### src/rtl/toggle_event_pkg.sv
`default_nettype none
// ============================================================================
// Module      : toggle_event_pkg
// Description : Shared defaults and minimum-hold-time helper for the toggle
//               event line (transmitter checks and receiver).
// Revision    : 1.0 - initial release
// ============================================================================
package toggle_event_pkg;

    localparam int DEFAULT_SYNC_STAGES   = 2;
    localparam int DEFAULT_PENDING_WIDTH = 4;
    localparam int DEFAULT_FILTER_CYCLES = 16;

    // Cycles a transmitter must hold each level so the receiver is guaranteed to see it.
    function automatic int min_hold_cycles(input int sync_stages,
                                           input int filter_cycles,
                                           input bit filter_en);
        return sync_stages + 1 + (filter_en ? filter_cycles : 0);
    endfunction

endpackage
`default_nettype wire

### src/rtl/toggle_event_rx_sync_chain.sv
`default_nettype none
// ============================================================================
// Module      : sync_chain
// Description : SYNC_STAGES-deep flop synchroniser, asynchronous reset to 0.
// Revision    : 1.0 - initial release
// ============================================================================
module sync_chain
    import toggle_event_pkg::*;
#(
    parameter int SYNC_STAGES = DEFAULT_SYNC_STAGES
) (
    input  logic clk,
    input  logic rst,
    input  logic i_d,
    output logic o_q
);

    logic [SYNC_STAGES-1:0] r_chain;

    always_ff @(posedge clk or posedge rst) begin
        if (rst) begin
            r_chain <= '0;
        end else begin
            r_chain <= {r_chain[SYNC_STAGES-2:0], i_d};
        end
    end

    assign o_q = r_chain[SYNC_STAGES-1];

endmodule
`default_nettype wire

### src/rtl/toggle_event_rx.sv
`default_nettype none
// ============================================================================
// Module      : toggle_event_rx
// Description : Recovers discrete events from a toggle-encoded level and
//               queues them in a saturating pending counter drained by
//               valid/ready. Optional glitch filter: TOGGLE_EVENT_RX_FILTER_EN.
// Revision    : 1.0 - initial release
// ============================================================================
module toggle_event_rx
    import toggle_event_pkg::*;
#(
    parameter int SYNC_STAGES   = DEFAULT_SYNC_STAGES,
    parameter int PENDING_WIDTH = DEFAULT_PENDING_WIDTH,
    parameter int FILTER_CYCLES = DEFAULT_FILTER_CYCLES
) (
    input  logic                     clk,
    input  logic                     rst,
    input  logic                     toggle_in,
    output logic                     event_valid,
    input  logic                     event_ready,
    output logic [PENDING_WIDTH-1:0] pending,
    output logic                     level,
    output logic                     overflow,
    input  logic                     clear_overflow
);

    localparam logic [PENDING_WIDTH-1:0] c_PEND_MAX = '1;

    logic w_sync;
    logic w_inc;
    logic w_dec;

    sync_chain #(
        .SYNC_STAGES (SYNC_STAGES)
    ) u_sync (
        .clk (clk),
        .rst (rst),
        .i_d (toggle_in),
        .o_q (w_sync)
    );

`ifdef TOGGLE_EVENT_RX_FILTER_EN
    localparam int              c_FW        = $clog2(FILTER_CYCLES + 1);
    localparam logic [c_FW-1:0] c_FILT_LAST = c_FW'(FILTER_CYCLES - 1);

    logic [c_FW-1:0] r_filt_cnt;

    // The new level is accepted on the FILTER_CYCLES-th consecutive mismatch.
    assign w_inc = (w_sync != level) && (r_filt_cnt == c_FILT_LAST);

    always_ff @(posedge clk or posedge rst) begin
        if (rst) begin
            r_filt_cnt <= '0;
        end else if ((w_sync == level) || w_inc) begin
            r_filt_cnt <= '0;
        end else begin
            r_filt_cnt <= r_filt_cnt + 1'b1;
        end
    end
`else
    // FILTER_CYCLES has no effect when the filter is not built.
    logic w_unused_cfg;
    assign w_unused_cfg = (FILTER_CYCLES > 0);

    assign w_inc = (w_sync != level);
`endif

    assign event_valid = (pending != '0);
    assign w_dec       = event_valid & event_ready;

    always_ff @(posedge clk or posedge rst) begin
        if (rst) begin
            level <= 1'b0;
        end else if (w_inc) begin
            level <= ~level;
        end
    end

    always_ff @(posedge clk or posedge rst) begin
        if (rst) begin
            pending  <= '0;
            overflow <= 1'b0;
        end else begin
            case ({w_inc, w_dec})
                2'b10: begin
                    if (pending == c_PEND_MAX) begin
                        overflow <= 1'b1;
                    end else begin
                        pending  <= pending + 1'b1;
                        overflow <= overflow & ~clear_overflow;
                    end
                end
                2'b01: begin
                    pending  <= pending - 1'b1;
                    overflow <= overflow & ~clear_overflow;
                end
                default: begin
                    // Simultaneous inc/dec frees a slot, so it never overflows.
                    overflow <= overflow & ~clear_overflow;
                end
            endcase
        end
    end

endmodule
`default_nettype wire
### config.mk
export PLATFORM = sky130hd
export DESIGN_NAME = toggle_event_rx
export DESIGN_NICKNAME = d
export VERILOG_FILES = /design/src/rtl/toggle_event_pkg.sv /design/src/rtl/toggle_event_rx_sync_chain.sv /design/src/rtl/toggle_event_rx.sv
export SDC_FILE = /design/constraint.sdc
export NUM_CORES = 1
export LEC_CHECK = 0
export CAP_MARGIN = 30
export CORE_MARGIN = 4
export CORE_UTILIZATION = 30
export CTS_BUF_LIST = sky130_fd_sc_hd__clkbuf_4 sky130_fd_sc_hd__clkbuf_8
export CTS_CLUSTER_SIZE = 12
export DETAILED_ROUTE_END_ITERATION = 10
export PLACE_DENSITY = 0.59
export RECOVER_POWER = 25
export SLEW_MARGIN = 20
export SYNTH_ARGS = -nofsm -noshare
export SYNTH_HDL_FRONTEND = slang
export SYNTH_SLANG_ARGS = --single-unit
### constraint.sdc
create_clock -name clk -period 2.2 [get_ports clk]
set_input_delay 0.44 -clock clk [delete_from_list [all_inputs] [get_ports clk]]
set_output_delay 0.44 -clock clk [all_outputs]
set_load 0.03 [all_outputs]
==> impl_metrics.json <==
{
  "run_status": "finished clean",
  "synth.top_cells.by_count": "8 x sky130_fd_sc_hd__dfrtp_1, 5 x sky130_fd_sc_hd__inv_1",
  "final-hold-violation-count": 0,
  "yosys.cell_count.top_type": "sky130_fd_sc_hd__dfrtp_1",
  "setup_violations": 0,
  "share_of_post_route_cells_with_drive_strength_above_1_pct": 40.0,
  "dr.pass1.iters": 4,
  "postLayoutCoreUtil_pct": 51.1,
  "clkLatencyLatePin_ns": 0.25,
  "ys.warnings.count": 0,
  "final-instance-count-excl-fill": 70,
  "antenna_left": 0,
  "worst-endpoint-required_ns": 1.76,
  "grt_remaining_overflow": 0,
  "crit_path_top_delay_cell": "sky130_fd_sc_hd__or4_2",
  "postSynthAreaPerCell_sq_um": 12.1,
  "cellLeakagePower_nw": 0.312,
  "crit_path_max_incr_delay_ns": 0.66,
  "gp_congestion": 0.739,
  "min_path_cells": 0,
  "drc_errors": 0,
  "num-nets-final": 64,
  "tritoncts": "done",
  "ff2ff_path_depth": 8,
  "synth_top_area_share_pct": 48.6,
  "critPathMaxFanout": 4,
  "placement.cell_area_sq_um": 577,
  "skew_ns": 0.00768,
  "setup.worst_path.start_class": "flip-flop",
  "hold_class": "reg -> reg",
  "stdcell_area_sq_um": 664,
  "die_area_sq_um": 2030,
  "pre_cts_slack_ns": -0.198,
  "grt_pass1_vias": 337,
  "syn2layout_area_growth_pct": 61.4,
  "path_class": "reg -> out",
  "synth_nets": 42,
  "syn_inst": 34,
  "tightestPinTransition_ns": 0.314,
  "clock-sinks": 8,
  "route.final.wire_length_um": 875,
  "detailed_place_hpwl_um": 679,
  "finalSetupTns_ns": 0,
  "synth_seq_area_share_pct": 48.6,
  "vias": 328,
  "core.rowCount": 13,
  "synthDistinctLibCells": 19,
  "start_util_pct": 31.6,
  "worst-endpoint-arrival_ns": 1.72,
  "clock_tree.root_cell": "sky130_fd_sc_hd__clkbuf_4",
  "coreArea_sq_um": 1300,
  "first_iter_violations": 3,
  "timing_max_transition_violations_final": 0,
  "ctsLongestPathBuffers": 2,
  "path_cells": "or4_2 > dlygate4sd2_1",
  "regArea_sq_um": 204,
  "timing.slew.headroom_pct": 79.0,
  "hold-worst-slack_ns": 0.346,
  "critical_path.endpoint_type": "output port",
  "finalPower_mw": 0.951,
  "buffer_ports.inserted": 11,
  "drv_cap": 0,
  "num_antenna_cells": 0,
  "post_drt_via_cell_ratio": 4.69,
  "postSynthRegisterBits": 8,
  "grt_max_degree": 9,
  "globalRouteTotalUtil_pct": 9.32,
  "post_route_fraction_of_the_period_consumed_by_the_critical_path_pct": 98.4,
  "syn_area_sq_um": 412,
  "cts.htree.levels": 1,
  "final.fill_count": 108,
  "io_pins": 12,
  "max_clock_freq_ghz": 0.462,
  "p_per_area_nw_per_um2": 1430,
  "synth_top_flop_cell": "sky130_fd_sc_hd__dfrtp_1",
  "postLayoutSetupSlackWorst_ns": 0.0352,
  "synth_enable_flop_cells": 0,
  "final_period_minus_worst_setup_slack_ns": 2.16,
  "number_of_antenna_violations_at_the_first_check_in_global_routing": 0,
  "max-vdd-ir-drop_v": 0.000426,
  "multiInputGateArea_sq_um": 229,
  "die_width_um": 45.0,
  "synth_largest_area_cell": "sky130_fd_sc_hd__dfrtp_1",
  "cts_inserted_buffers": 3,
  "async_reset_ff_share_pct": 100,
  "grt_pass1_wl_um": 1370,
  "fp.dieH_um": 45.0,
  "clkTransAtPathRegs_ns": 0.06,
  "numPlacedInstances": 64,
  "synth_top_cells_by_area": "sky130_fd_sc_hd__dfrtp_1 49%, sky130_fd_sc_hd__ha_1 6.1%, sky130_fd_sc_hd__fa_1 4.9%, sky130_fd_sc_hd__mux2i_1 4.9%, sky130_fd_sc_hd__inv_1 4.6%",
  "ctsHoldBuffers": 0,
  "post_dr_wirelength_cell_um": 12.5
}
-- timing repair --
item                                    CTS  global route
buffers inserted                          0             2
endpoints found under the setup margin    2             1
resized for setup                         1             6
pin swaps                                 1             3
-- registers in the layout (all words and copies together) (netlist names) --
register        flops
level               1
pending             4
overflow            1
u_sync.r_chain      2
-- where the power goes --
| part | internal [mW] | total [mW] | leakage [nW] | switching, mW |
|---|---|---|---|---|
| Clock | 0.0818 | 0.133 | 0.0184 | 0.0513 |
| Sequential | 0.199 | 0.266 | 0.0925 | 0.0666 |
| Combinational | 0.281 | 0.552 | 0.201 | 0.270 |
| Total | 0.563 | 0.951 | 0.312 | 0.388 |
-- routing by layer --
| metal | wire (um) | GRT usage (%) | vias to the layer above |
|---|---|---|---|
| met1 | 312 | 9.73 | 161 |
| li1 | - | - | 156 |
| met5 | 0 | 0 | - |
| met2 | 490 | 16.7 | 9 |
| met3 | 57 | 2.79 | 2 |
| met4 | 16 | 4.68 | 0 |
-- final cells by class --
cell class	instances	share of cell area (%)
sequential	8	30.7
timing repair buffer	18	24.7
tap	15	2.82
multi-input combinational	20	34.5
clock buffer	4	4.52
inverter	5	2.82
-- cell families (layout without fill, tap and decap cells) --
logic type | after synthesis | after routing | synth area share [%]
flops | 8 | 8 | 48.6
simple gates | 6 | 6 | 9.42
buf+inv | 6 | 27 | 5.47
compound gates | 4 | 4 | 8.51
xor+xnor | 4 | 4 | 8.51
fa+ha+maj | 3 | 3 | 10.9
mux | 3 | 3 | 8.51
-- cell usage in the layout, fill, tap and decap left out --
| cell type | netlist | layout |
|---|---|---|
| sky130_fd_sc_hd__a21o_1 | 1 | 1 |
| sky130_fd_sc_hd__a21oi_2 | 0 | 1 |
| sky130_fd_sc_hd__buf_4 | 0 | 7 |
| sky130_fd_sc_hd__clkbuf_4 | 0 | 4 |
| sky130_fd_sc_hd__clkdlybuf4s50_1 | 0 | 7 |
| sky130_fd_sc_hd__dfrtp_1 | 8 | 5 |
| sky130_fd_sc_hd__dfrtp_2 | 0 | 3 |
| sky130_fd_sc_hd__dlygate4sd2_1 | 0 | 1 |
| sky130_fd_sc_hd__dlygate4sd3_1 | 0 | 2 |
| sky130_fd_sc_hd__dlymetal6s2s_1 | 0 | 1 |
| sky130_fd_sc_hd__fa_1 | 1 | 1 |
| sky130_fd_sc_hd__ha_4 | 0 | 2 |
| sky130_fd_sc_hd__inv_1 | 5 | 5 |
| sky130_fd_sc_hd__mux2_4 | 1 | 1 |
| sky130_fd_sc_hd__mux2i_1 | 2 | 2 |
| sky130_fd_sc_hd__nand2_1 | 1 | 1 |
| sky130_fd_sc_hd__nand2_2 | 1 | 1 |
| sky130_fd_sc_hd__nand3_1 | 1 | 1 |
| sky130_fd_sc_hd__nand4_1 | 1 | 1 |
| sky130_fd_sc_hd__o22ai_1 | 1 | 1 |
| sky130_fd_sc_hd__o41ai_4 | 0 | 1 |
| sky130_fd_sc_hd__or2_4 | 1 | 1 |
| sky130_fd_sc_hd__or4_2 | 1 | 1 |
| sky130_fd_sc_hd__xnor2_1 | 2 | 2 |
| sky130_fd_sc_hd__xor2_1 | 2 | 2 |
-- worst paths after layout --
check                                            start                          end  slack (ns)
max                             pending[1]$_DFFE_PP0P_                  event_valid        0.04
min                        u_sync.r_chain[0]$_DFF_PP0_  u_sync.r_chain[1]$_DFF_PP0_        0.35
max reg2reg                     pending[2]$_DFFE_PP0P_       pending[3]$_DFFE_PP0P_        0.10
min reg2reg                u_sync.r_chain[0]$_DFF_PP0_  u_sync.r_chain[1]$_DFF_PP0_        0.35
max in group asynchronous                          rst       pending[0]$_DFFE_PP0P_        1.39
min in group asynchronous                          rst  u_sync.r_chain[1]$_DFF_PP0_        0.56
-- critical path, delay by kind of cell (launching register included) --
kind / cells / cell delay, ns
buffers and inverters: 1 / 0.38
AND/OR/NAND/NOR: 1 / 0.66
flip-flops: 1 / 0.44
Power figures use the tool's default switching activity.
